**config.mk**
```make
export PLATFORM = sky130hd
export DESIGN_NAME = uart_baud_gen_flat
export DESIGN_NICKNAME = d
export VERILOG_FILES = /design/src/rtl/uart_baud_gen_if.sv /design/src/rtl/uart_baud_gen.sv /design/src/flat_wrapper.sv
export SDC_FILE = /design/constraint.sdc
export NUM_CORES = 1
export LEC_CHECK = 0
export CORE_MARGIN = 1.5
export CORE_UTILIZATION = 48
export DETAILED_ROUTE_END_ITERATION = 16
export PLACE_DENSITY_LB_ADDON = 0.12
export REMOVE_ABC_BUFFERS = 1
export SYNTH_ARGS = -nofsm -noshare
export SYNTH_HDL_FRONTEND = slang
export SYNTH_SLANG_ARGS = --single-unit
```
**constraint.sdc**
```tcl
create_clock -name uart_clk -period 5.25 [get_ports uart_clk]
set_clock_uncertainty 0.15 [all_clocks]
set_input_delay 0.525 -clock uart_clk [delete_from_list [all_inputs] [get_ports uart_clk]]
set_output_delay 0.525 -clock uart_clk [all_outputs]
set_load 0.01 [all_outputs]
```
**src/rtl/uart_baud_gen_if.sv**
```systemverilog
// Config/status bundle between the UART register file / RX-TX paths and the baud generator.
interface uart_baud_gen_if #(
    parameter int DIV_WIDTH  = 16,
    parameter int FRAC_WIDTH = 4
);
    logic                  enable;
    logic [DIV_WIDTH-1:0]  cfg_div_int;
    logic [FRAC_WIDTH-1:0] cfg_div_frac;
    logic                  cfg_load;
    logic                  rx_serial_sync;
    logic                  autobaud_start;
    logic                  sample_tick;
    logic                  tx_tick;
    logic                  autobaud_busy;
    logic                  autobaud_done;
    logic                  autobaud_err;
    logic [DIV_WIDTH-1:0]  active_div_int;
    logic [FRAC_WIDTH-1:0] active_div_frac;

    modport master (
        output enable, cfg_div_int, cfg_div_frac, cfg_load, rx_serial_sync, autobaud_start,
        input  sample_tick, tx_tick, autobaud_busy, autobaud_done, autobaud_err,
               active_div_int, active_div_frac
    );

    modport slave (
        input  enable, cfg_div_int, cfg_div_frac, cfg_load, rx_serial_sync, autobaud_start,
        output sample_tick, tx_tick, autobaud_busy, autobaud_done, autobaud_err,
               active_div_int, active_div_frac
    );
endinterface

```
**src/rtl/uart_baud_gen.sv**
```systemverilog
// Fractional baud generator: 16x sample_tick, 1x tx_tick, and hardware auto-baud
// measurement of one low bit time on the synchronised RX line.
module uart_baud_gen #(
    parameter int DIV_WIDTH      = 16,
    parameter int FRAC_WIDTH     = 4,
    parameter int RESET_DIV_INT  = 27,
    parameter int RESET_DIV_FRAC = 2
) (
    input  logic           uart_clk,
    input  logic           uart_rst_n,
    uart_baud_gen_if.slave bus
);
    localparam int CW = DIV_WIDTH + FRAC_WIDTH;

    typedef enum logic [1:0] {
        AB_IDLE,
        AB_WAIT_IDLE,
        AB_WAIT_FALL,
        AB_MEASURE
    } ab_state_e;

    ab_state_e             state_q, state_d;
    logic [DIV_WIDTH-1:0]  per_cnt_q, per_cnt_d;
    logic [FRAC_WIDTH-1:0] frac_acc_q, frac_acc_d;
    logic [3:0]            sub_q, sub_d;
    logic                  tick_q, tick_d;
    logic                  tx_q, tx_d;
    logic [DIV_WIDTH-1:0]  act_int_q, act_int_d;
    logic [FRAC_WIDTH-1:0] act_frac_q, act_frac_d;
    logic [DIV_WIDTH-1:0]  shd_int_q, shd_int_d;
    logic [FRAC_WIDTH-1:0] shd_frac_q, shd_frac_d;
    logic                  pend_q, pend_d;
    logic [CW-1:0]         ab_cnt_q, ab_cnt_d;
    logic                  done_q, done_d;
    logic                  err_q, err_d;

    logic                  run;
    logic                  reload;
    logic [FRAC_WIDTH:0]   acc_sum;
    logic [DIV_WIDTH:0]    period_m1;

    always_ff @(posedge uart_clk or negedge uart_rst_n) begin
        if (!uart_rst_n) begin
            state_q    <= AB_IDLE;
            per_cnt_q  <= '0;
            frac_acc_q <= '0;
            sub_q      <= '0;
            tick_q     <= 1'b0;
            tx_q       <= 1'b0;
            act_int_q  <= DIV_WIDTH'(RESET_DIV_INT);
            act_frac_q <= FRAC_WIDTH'(RESET_DIV_FRAC);
            shd_int_q  <= '0;
            shd_frac_q <= '0;
            pend_q     <= 1'b0;
            ab_cnt_q   <= '0;
            done_q     <= 1'b0;
            err_q      <= 1'b0;
        end else begin
            state_q    <= state_d;
            per_cnt_q  <= per_cnt_d;
            frac_acc_q <= frac_acc_d;
            sub_q      <= sub_d;
            tick_q     <= tick_d;
            tx_q       <= tx_d;
            act_int_q  <= act_int_d;
            act_frac_q <= act_frac_d;
            shd_int_q  <= shd_int_d;
            shd_frac_q <= shd_frac_d;
            pend_q     <= pend_d;
            ab_cnt_q   <= ab_cnt_d;
            done_q     <= done_d;
            err_q      <= err_d;
        end
    end

    // Period length is div_int plus the carry this period's fractional step produces.
    assign run       = bus.enable && (act_int_q != '0);
    assign acc_sum   = {1'b0, frac_acc_q} + {1'b0, act_frac_q};
    assign period_m1 = {1'b0, act_int_q} + {{DIV_WIDTH{1'b0}}, acc_sum[FRAC_WIDTH]}
                       - (DIV_WIDTH+1)'(1);
    assign reload    = run && ({1'b0, per_cnt_q} == period_m1);

    always_comb begin
        state_d    = state_q;
        per_cnt_d  = per_cnt_q;
        frac_acc_d = frac_acc_q;
        sub_d      = sub_q;
        tick_d     = 1'b0;
        tx_d       = 1'b0;
        act_int_d  = act_int_q;
        act_frac_d = act_frac_q;
        shd_int_d  = shd_int_q;
        shd_frac_d = shd_frac_q;
        pend_d     = pend_q;
        ab_cnt_d   = ab_cnt_q;
        done_d     = 1'b0;
        err_d      = err_q;

        if (!run) begin
            per_cnt_d  = '0;
            frac_acc_d = '0;
            sub_d      = '0;
        end else if (reload) begin
            per_cnt_d  = '0;
            frac_acc_d = acc_sum[FRAC_WIDTH-1:0];
            tick_d     = 1'b1;
            tx_d       = (sub_q == 4'hF);
            sub_d      = sub_q + 4'd1;
        end else begin
            per_cnt_d  = per_cnt_q + DIV_WIDTH'(1);
        end

        // Shadow only lands on a period boundary, or at once while no period is running.
        if (pend_q && (!run || reload)) begin
            act_int_d  = shd_int_q;
            act_frac_d = shd_frac_q;
            pend_d     = 1'b0;
        end

        case (state_q)
            AB_IDLE: begin
                if (bus.autobaud_start) begin
                    state_d = AB_WAIT_IDLE;
                    err_d   = 1'b0;
                end
            end
            AB_WAIT_IDLE: begin
                if (bus.rx_serial_sync) state_d = AB_WAIT_FALL;
            end
            AB_WAIT_FALL: begin
                if (!bus.rx_serial_sync) begin
                    state_d  = AB_MEASURE;
                    ab_cnt_d = CW'(1);
                end
            end
            AB_MEASURE: begin
                if (bus.rx_serial_sync) begin
                    state_d = AB_IDLE;
                    if (ab_cnt_q < CW'(16)) begin
                        err_d = 1'b1;
                    end else begin
                        // Result overrides any pending shadow and restarts tick phase.
                        done_d     = 1'b1;
                        act_int_d  = DIV_WIDTH'(ab_cnt_q >> 4);
                        act_frac_d = FRAC_WIDTH'(ab_cnt_q[3:0]) << (FRAC_WIDTH - 4);
                        pend_d     = 1'b0;
                        per_cnt_d  = '0;
                        frac_acc_d = '0;
                        sub_d      = '0;
                        tick_d     = 1'b0;
                        tx_d       = 1'b0;
                    end
                end else if (&ab_cnt_q) begin
                    state_d = AB_IDLE;
                    err_d   = 1'b1;
                end else begin
                    ab_cnt_d = ab_cnt_q + CW'(1);
                end
            end
            default: state_d = AB_IDLE;
        endcase

        if (bus.cfg_load) begin
            shd_int_d  = bus.cfg_div_int;
            shd_frac_d = bus.cfg_div_frac;
            pend_d     = 1'b1;
        end
    end

    assign bus.sample_tick     = tick_q;
    assign bus.tx_tick         = tx_q;
    assign bus.autobaud_busy   = (state_q != AB_IDLE);
    assign bus.autobaud_done   = done_q;
    assign bus.autobaud_err    = err_q;
    assign bus.active_div_int  = act_int_q;
    assign bus.active_div_frac = act_frac_q;
endmodule

```
**src/flat_wrapper.sv**
```systemverilog
// flat-port wrapper written by rule: the top's interface ports become plain ports
module uart_baud_gen_flat 
#(
    parameter int DIV_WIDTH      = 16,
    parameter int FRAC_WIDTH     = 4,
    parameter int RESET_DIV_INT  = 27,
    parameter int RESET_DIV_FRAC = 2
)
  (uart_clk, uart_rst_n, bus_enable, bus_cfg_div_int, bus_cfg_div_frac, bus_cfg_load, bus_rx_serial_sync, bus_autobaud_start, bus_sample_tick, bus_tx_tick, bus_autobaud_busy, bus_autobaud_done, bus_autobaud_err, bus_active_div_int, bus_active_div_frac);
  uart_baud_gen_if #(.DIV_WIDTH(DIV_WIDTH), .FRAC_WIDTH(FRAC_WIDTH)) bus_i ();
  input  logic uart_clk;
  input  logic uart_rst_n;
  input wire logic [$bits(bus_i.enable)-1:0] bus_enable;
  input wire logic [$bits(bus_i.cfg_div_int)-1:0] bus_cfg_div_int;
  input wire logic [$bits(bus_i.cfg_div_frac)-1:0] bus_cfg_div_frac;
  input wire logic [$bits(bus_i.cfg_load)-1:0] bus_cfg_load;
  input wire logic [$bits(bus_i.rx_serial_sync)-1:0] bus_rx_serial_sync;
  input wire logic [$bits(bus_i.autobaud_start)-1:0] bus_autobaud_start;
  output wire logic [$bits(bus_i.sample_tick)-1:0] bus_sample_tick;
  output wire logic [$bits(bus_i.tx_tick)-1:0] bus_tx_tick;
  output wire logic [$bits(bus_i.autobaud_busy)-1:0] bus_autobaud_busy;
  output wire logic [$bits(bus_i.autobaud_done)-1:0] bus_autobaud_done;
  output wire logic [$bits(bus_i.autobaud_err)-1:0] bus_autobaud_err;
  output wire logic [$bits(bus_i.active_div_int)-1:0] bus_active_div_int;
  output wire logic [$bits(bus_i.active_div_frac)-1:0] bus_active_div_frac;
  assign bus_i.enable = bus_enable;
  assign bus_i.cfg_div_int = bus_cfg_div_int;
  assign bus_i.cfg_div_frac = bus_cfg_div_frac;
  assign bus_i.cfg_load = bus_cfg_load;
  assign bus_i.rx_serial_sync = bus_rx_serial_sync;
  assign bus_i.autobaud_start = bus_autobaud_start;
  assign bus_sample_tick = bus_i.sample_tick;
  assign bus_tx_tick = bus_i.tx_tick;
  assign bus_autobaud_busy = bus_i.autobaud_busy;
  assign bus_autobaud_done = bus_i.autobaud_done;
  assign bus_autobaud_err = bus_i.autobaud_err;
  assign bus_active_div_int = bus_i.active_div_int;
  assign bus_active_div_frac = bus_i.active_div_frac;
  uart_baud_gen #(.DIV_WIDTH(DIV_WIDTH), .FRAC_WIDTH(FRAC_WIDTH), .RESET_DIV_INT(RESET_DIV_INT), .RESET_DIV_FRAC(RESET_DIV_FRAC)) u_core (.uart_clk(uart_clk), .uart_rst_n(uart_rst_n), .bus(bus_i));
endmodule
```
==> results.py <==
metrics = {
    "run_status": {
        "run_status": "finished, final reports clean",
    },
    "placement": {
        "place_hpwl_mm": 9.05,
        "place_ws_ns": 0.597,
        "gp_congestion": 0.850,
        "place_inst": 704,
        "portBuffers": 50,
    },
    "finish": {
        "utilization_pct": 56.7,
        "final_cell_mix": "dfrtp_1 (86), nor2_1 (49), clkdlybuf4s50_1 (49)",
        "seqCellArea_mm2": 0.00228,
        "stdcell_count": 721,
        "fin_nets": 617,
        "insertedDiodeCount": 0,
        "drive_gt1_share_pct": 10.8,
        "n_fill_cell": 936,
        "mostFrequentLayoutCell": "dfrtp_1",
        "syn2layout_area_growth_pct": 15.9,
        "multiInputGateArea_mm2": 0.00282,
    },
    "timing": {
        "min_period_ns": 4.69,
        "setup_violations": 0,
        "finalHoldViolCount": 0,
        "tns_ns": 0,
        "tightest_slew_ns": 1.02,
        "fmax_ghz": 0.213,
        "slew_headroom_pct": 32.0,
        "fin_crit_sh_pct": 89.3,
        "slew_viol_final": 0,
        "rsz0062_at_grt": "no",
        "setup_ws_ns": 0.562,
    },
    "critical_path": {
        "path_delay_family": "simple AND/OR/NAND/NOR gates",
        "critPathSlowestCell": "or4_4",
        "slowest_delay_ns": 0.71,
        "ff2ff_setup_slack_ns": 0.56,
        "crit_path_frequent_cell": "ha_1",
        "crit_fanout": 20,
        "critPathCaptureType": "register",
        "critPathBufInv": 0,
        "critPathLaunchType": "register",
        "worstPathRequired_ns": 5.36,
        "critical_path_class": "reg2reg",
        "crit_chain": "ha_1 > fa_1 > a21o_1 > a21oi_1 > ha_1 > ha_1 > or4b_1 > nor4_1 > a211oi_1 > nor3b_1 > a31oi_2 > or4_4 > o221a_1",
        "arrival_ns": 4.80,
    },
    "grt": {
        "antenna_found_initial": 0,
        "grt_usage_pct": 23.4,
        "grt_pass1_wl_mm": 21.0,
        "first_global_vias": 4155,
        "grt_remaining_overflow": 0,
        "grt_max_degree": 60,
    },
    "detailed_routing": {
        "drc": 0,
        "wl_per_cell_um": 17.9,
        "drt-total-wl_mm": 12.9,
        "vias": 4249,
        "firstDrtPassIters": 4,
        "ant_nets": 0,
        "drt-initial-drc-count": 238,
        "vias_per_cell": 5.89,
    },
    "cts": {
        "root_buffer": "clkbuf_8",
        "clkLatencyLatePin_ns": 0.37,
        "postCtsSetupBuffers": 0,
        "cts.reportedPaths.clkPinSlew_ns": 0.09,
        "cts_hold_buf": 1,
        "cts.repair.resized": 0,
        "htreeDepth": 3,
        "tritoncts.num_buffers": 9,
        "cts_tree": "done",
        "clockBufferDepth": 2,
        "cts.sinks": 91,
    },
    "floorplanning": {
        "core-area_mm2": 0.0108,
        "die_area_mm2": 0.0116,
        "fp.dieH_um": 108,
        "start_util_pct": 48.9,
        "num_rows": 38,
        "die_w_um": 108,
        "ios": 51,
    },
    "logic_synthesis": {
        "syn_area_per_cell_um2": 9.72,
        "synth_compound_area_share_pct": 18.4,
        "synthCells": 543,
        "yosysSeqAreaShare_pct": 43.2,
        "synth_area_mm2": 0.00528,
        "synth_top_family_by_area": "compound AO/OA/AOI/OAI gates",
        "yosys.area_share.simple_pct": 18.1,
        "yosys_warnings": 0,
        "synth_edf_count": 0,
        "async_reset_ff_share_pct": 100,
        "synth_fa_ha_area_share_pct": 3.70,
        "synth-xor-area-share_pct": 7.96,
        "yosysUniqueCellTypes": 58,
        "ys_seq_elements": 91,
        "synthMuxAreaShare_pct": 4.88,
        "synth_top_flop_cell": "dfrtp_1",
    },
    "job": {
        "maxCapViolations": 0,
    },
    "worst_hold_path": {
        "hold_path_class": "reg2reg",
    },
    "power_and_ir_drop": {
        "power.density_mw_per_mm2": 317,
        "ir_worst_vdd_mv": 0.191,
        "power.total_mw": 1.94,
        "p_leak_nw": 2.48,
    },
}
## Yosys cell counts, types with 3 or more instances
library cell | count | share of area, %
nand2b_1 | 4 | 0.47
nand2_1 | 41 | 2.9
dfrtp_1 | 86 | 41
nor2_1 | 49 | 3.5
a21oi_1 | 32 | 3.0
nor4_1 | 7 | 0.83
and3_1 | 10 | 1.2
nor3_1 | 14 | 1.3
nor2b_1 | 3 | 0.36
o21a_1 | 21 | 3.0
ha_1 | 14 | 3.3
nand3_1 | 23 | 2.2
o21ai_0 | 30 | 2.8
mux2_2 | 22 | 4.7
xnor2_1 | 20 | 3.3
xor2_1 | 28 | 4.6
inv_1 | 10 | 0.71
a21o_1 | 3 | 0.43
a211oi_1 | 3 | 0.43
or3_1 | 3 | 0.36
o221a_1 | 20 | 4.3
buf_6 | 3 | 0.64
dfstp_2 | 5 | 2.5
and4_1 | 5 | 0.83
a31o_2 | 3 | 0.50
or4_1 | 3 | 0.43
nor3b_1 | 3 | 0.43
a31oi_1 | 3 | 0.36
nand4_1 | 13 | 1.5
clkbuf_1 | 24 | 1.7
buf_2 | 5 | 0.47
## registers in the layout, summed over array words and instances, names as in the netlist, 4 cells and up
register,flops
u_core.ab_cnt_q,20
u_core.bus.active_div_int,16
u_core.per_cnt_q,16
u_core.shd_int_q,16
u_core.bus.active_div_frac,4
u_core.frac_acc_q,4
u_core.shd_frac_q,4
u_core.sub_q,4
## layout make-up
type | instances | share of cell area (%)
inverters | 10 | 0.614
repair buffers | 56 | 8.92
well taps | 140 | 2.86
multi-input cells | 408 | 46.0
flip-flops and latches | 91 | 37.3
clock inverters | 4 | 1.55
clock buffers | 12 | 2.70
## stage by stage
stage,hold slack (ns),area (um2)
4_1_cts,0.382,6120
3_3_place_gp,0.338,5850
3_5_place_dp,0.346,5850
6_report,0.376,6120
5_1_grt,0.402,6120
2_1_floorplan,0.0794,5120
## routing by layer
layer	routed length, um	vias to the layer above	global-route usage, %
li1	-	2042	-
met1	5870	2079	30.4
met2	6240	102	38.8
met3	409	26	3.21
met4	359	0	10.3
met5	0	-	0
## power breakdown
| part | total [mW] | switching (mW) | internal, mW |
|---|---|---|---|
| Clock | 0.611 | 0.256 | 0.355 |
| Sequential | 0.873 | 0.105 | 0.769 |
| Combinational | 0.455 | 0.227 | 0.229 |
## kinds of logic after synthesis
logic type / count (synthesis)
AOI/OAI and AO/OA: 134
xor gates and xnor gates: 48
adders and majority gates: 15
buffers and inverters: 44
DFF: 91
muxes: 23
and+or+nand+nor: 188
## worst paths after layout
check / from / to / cells after the start
min in group asynchronous: uart_rst_n / u_core.per_cnt_q[7] / 2
setup reg to reg: u_core.bus.active_div_frac[0] / u_core.bus.active_div_frac[3] / 13
max in group asynchronous: uart_rst_n / u_core.ab_cnt_q[3] / 3
setup / recovery: u_core.bus.active_div_frac[0] / u_core.bus.active_div_frac[3] / 13
hold reg to reg: u_core.bus.autobaud_err / u_core.bus.autobaud_err / 1
hold / removal: u_core.bus.autobaud_err / u_core.bus.autobaud_err / 1
(Power assumes the default switching activity.)
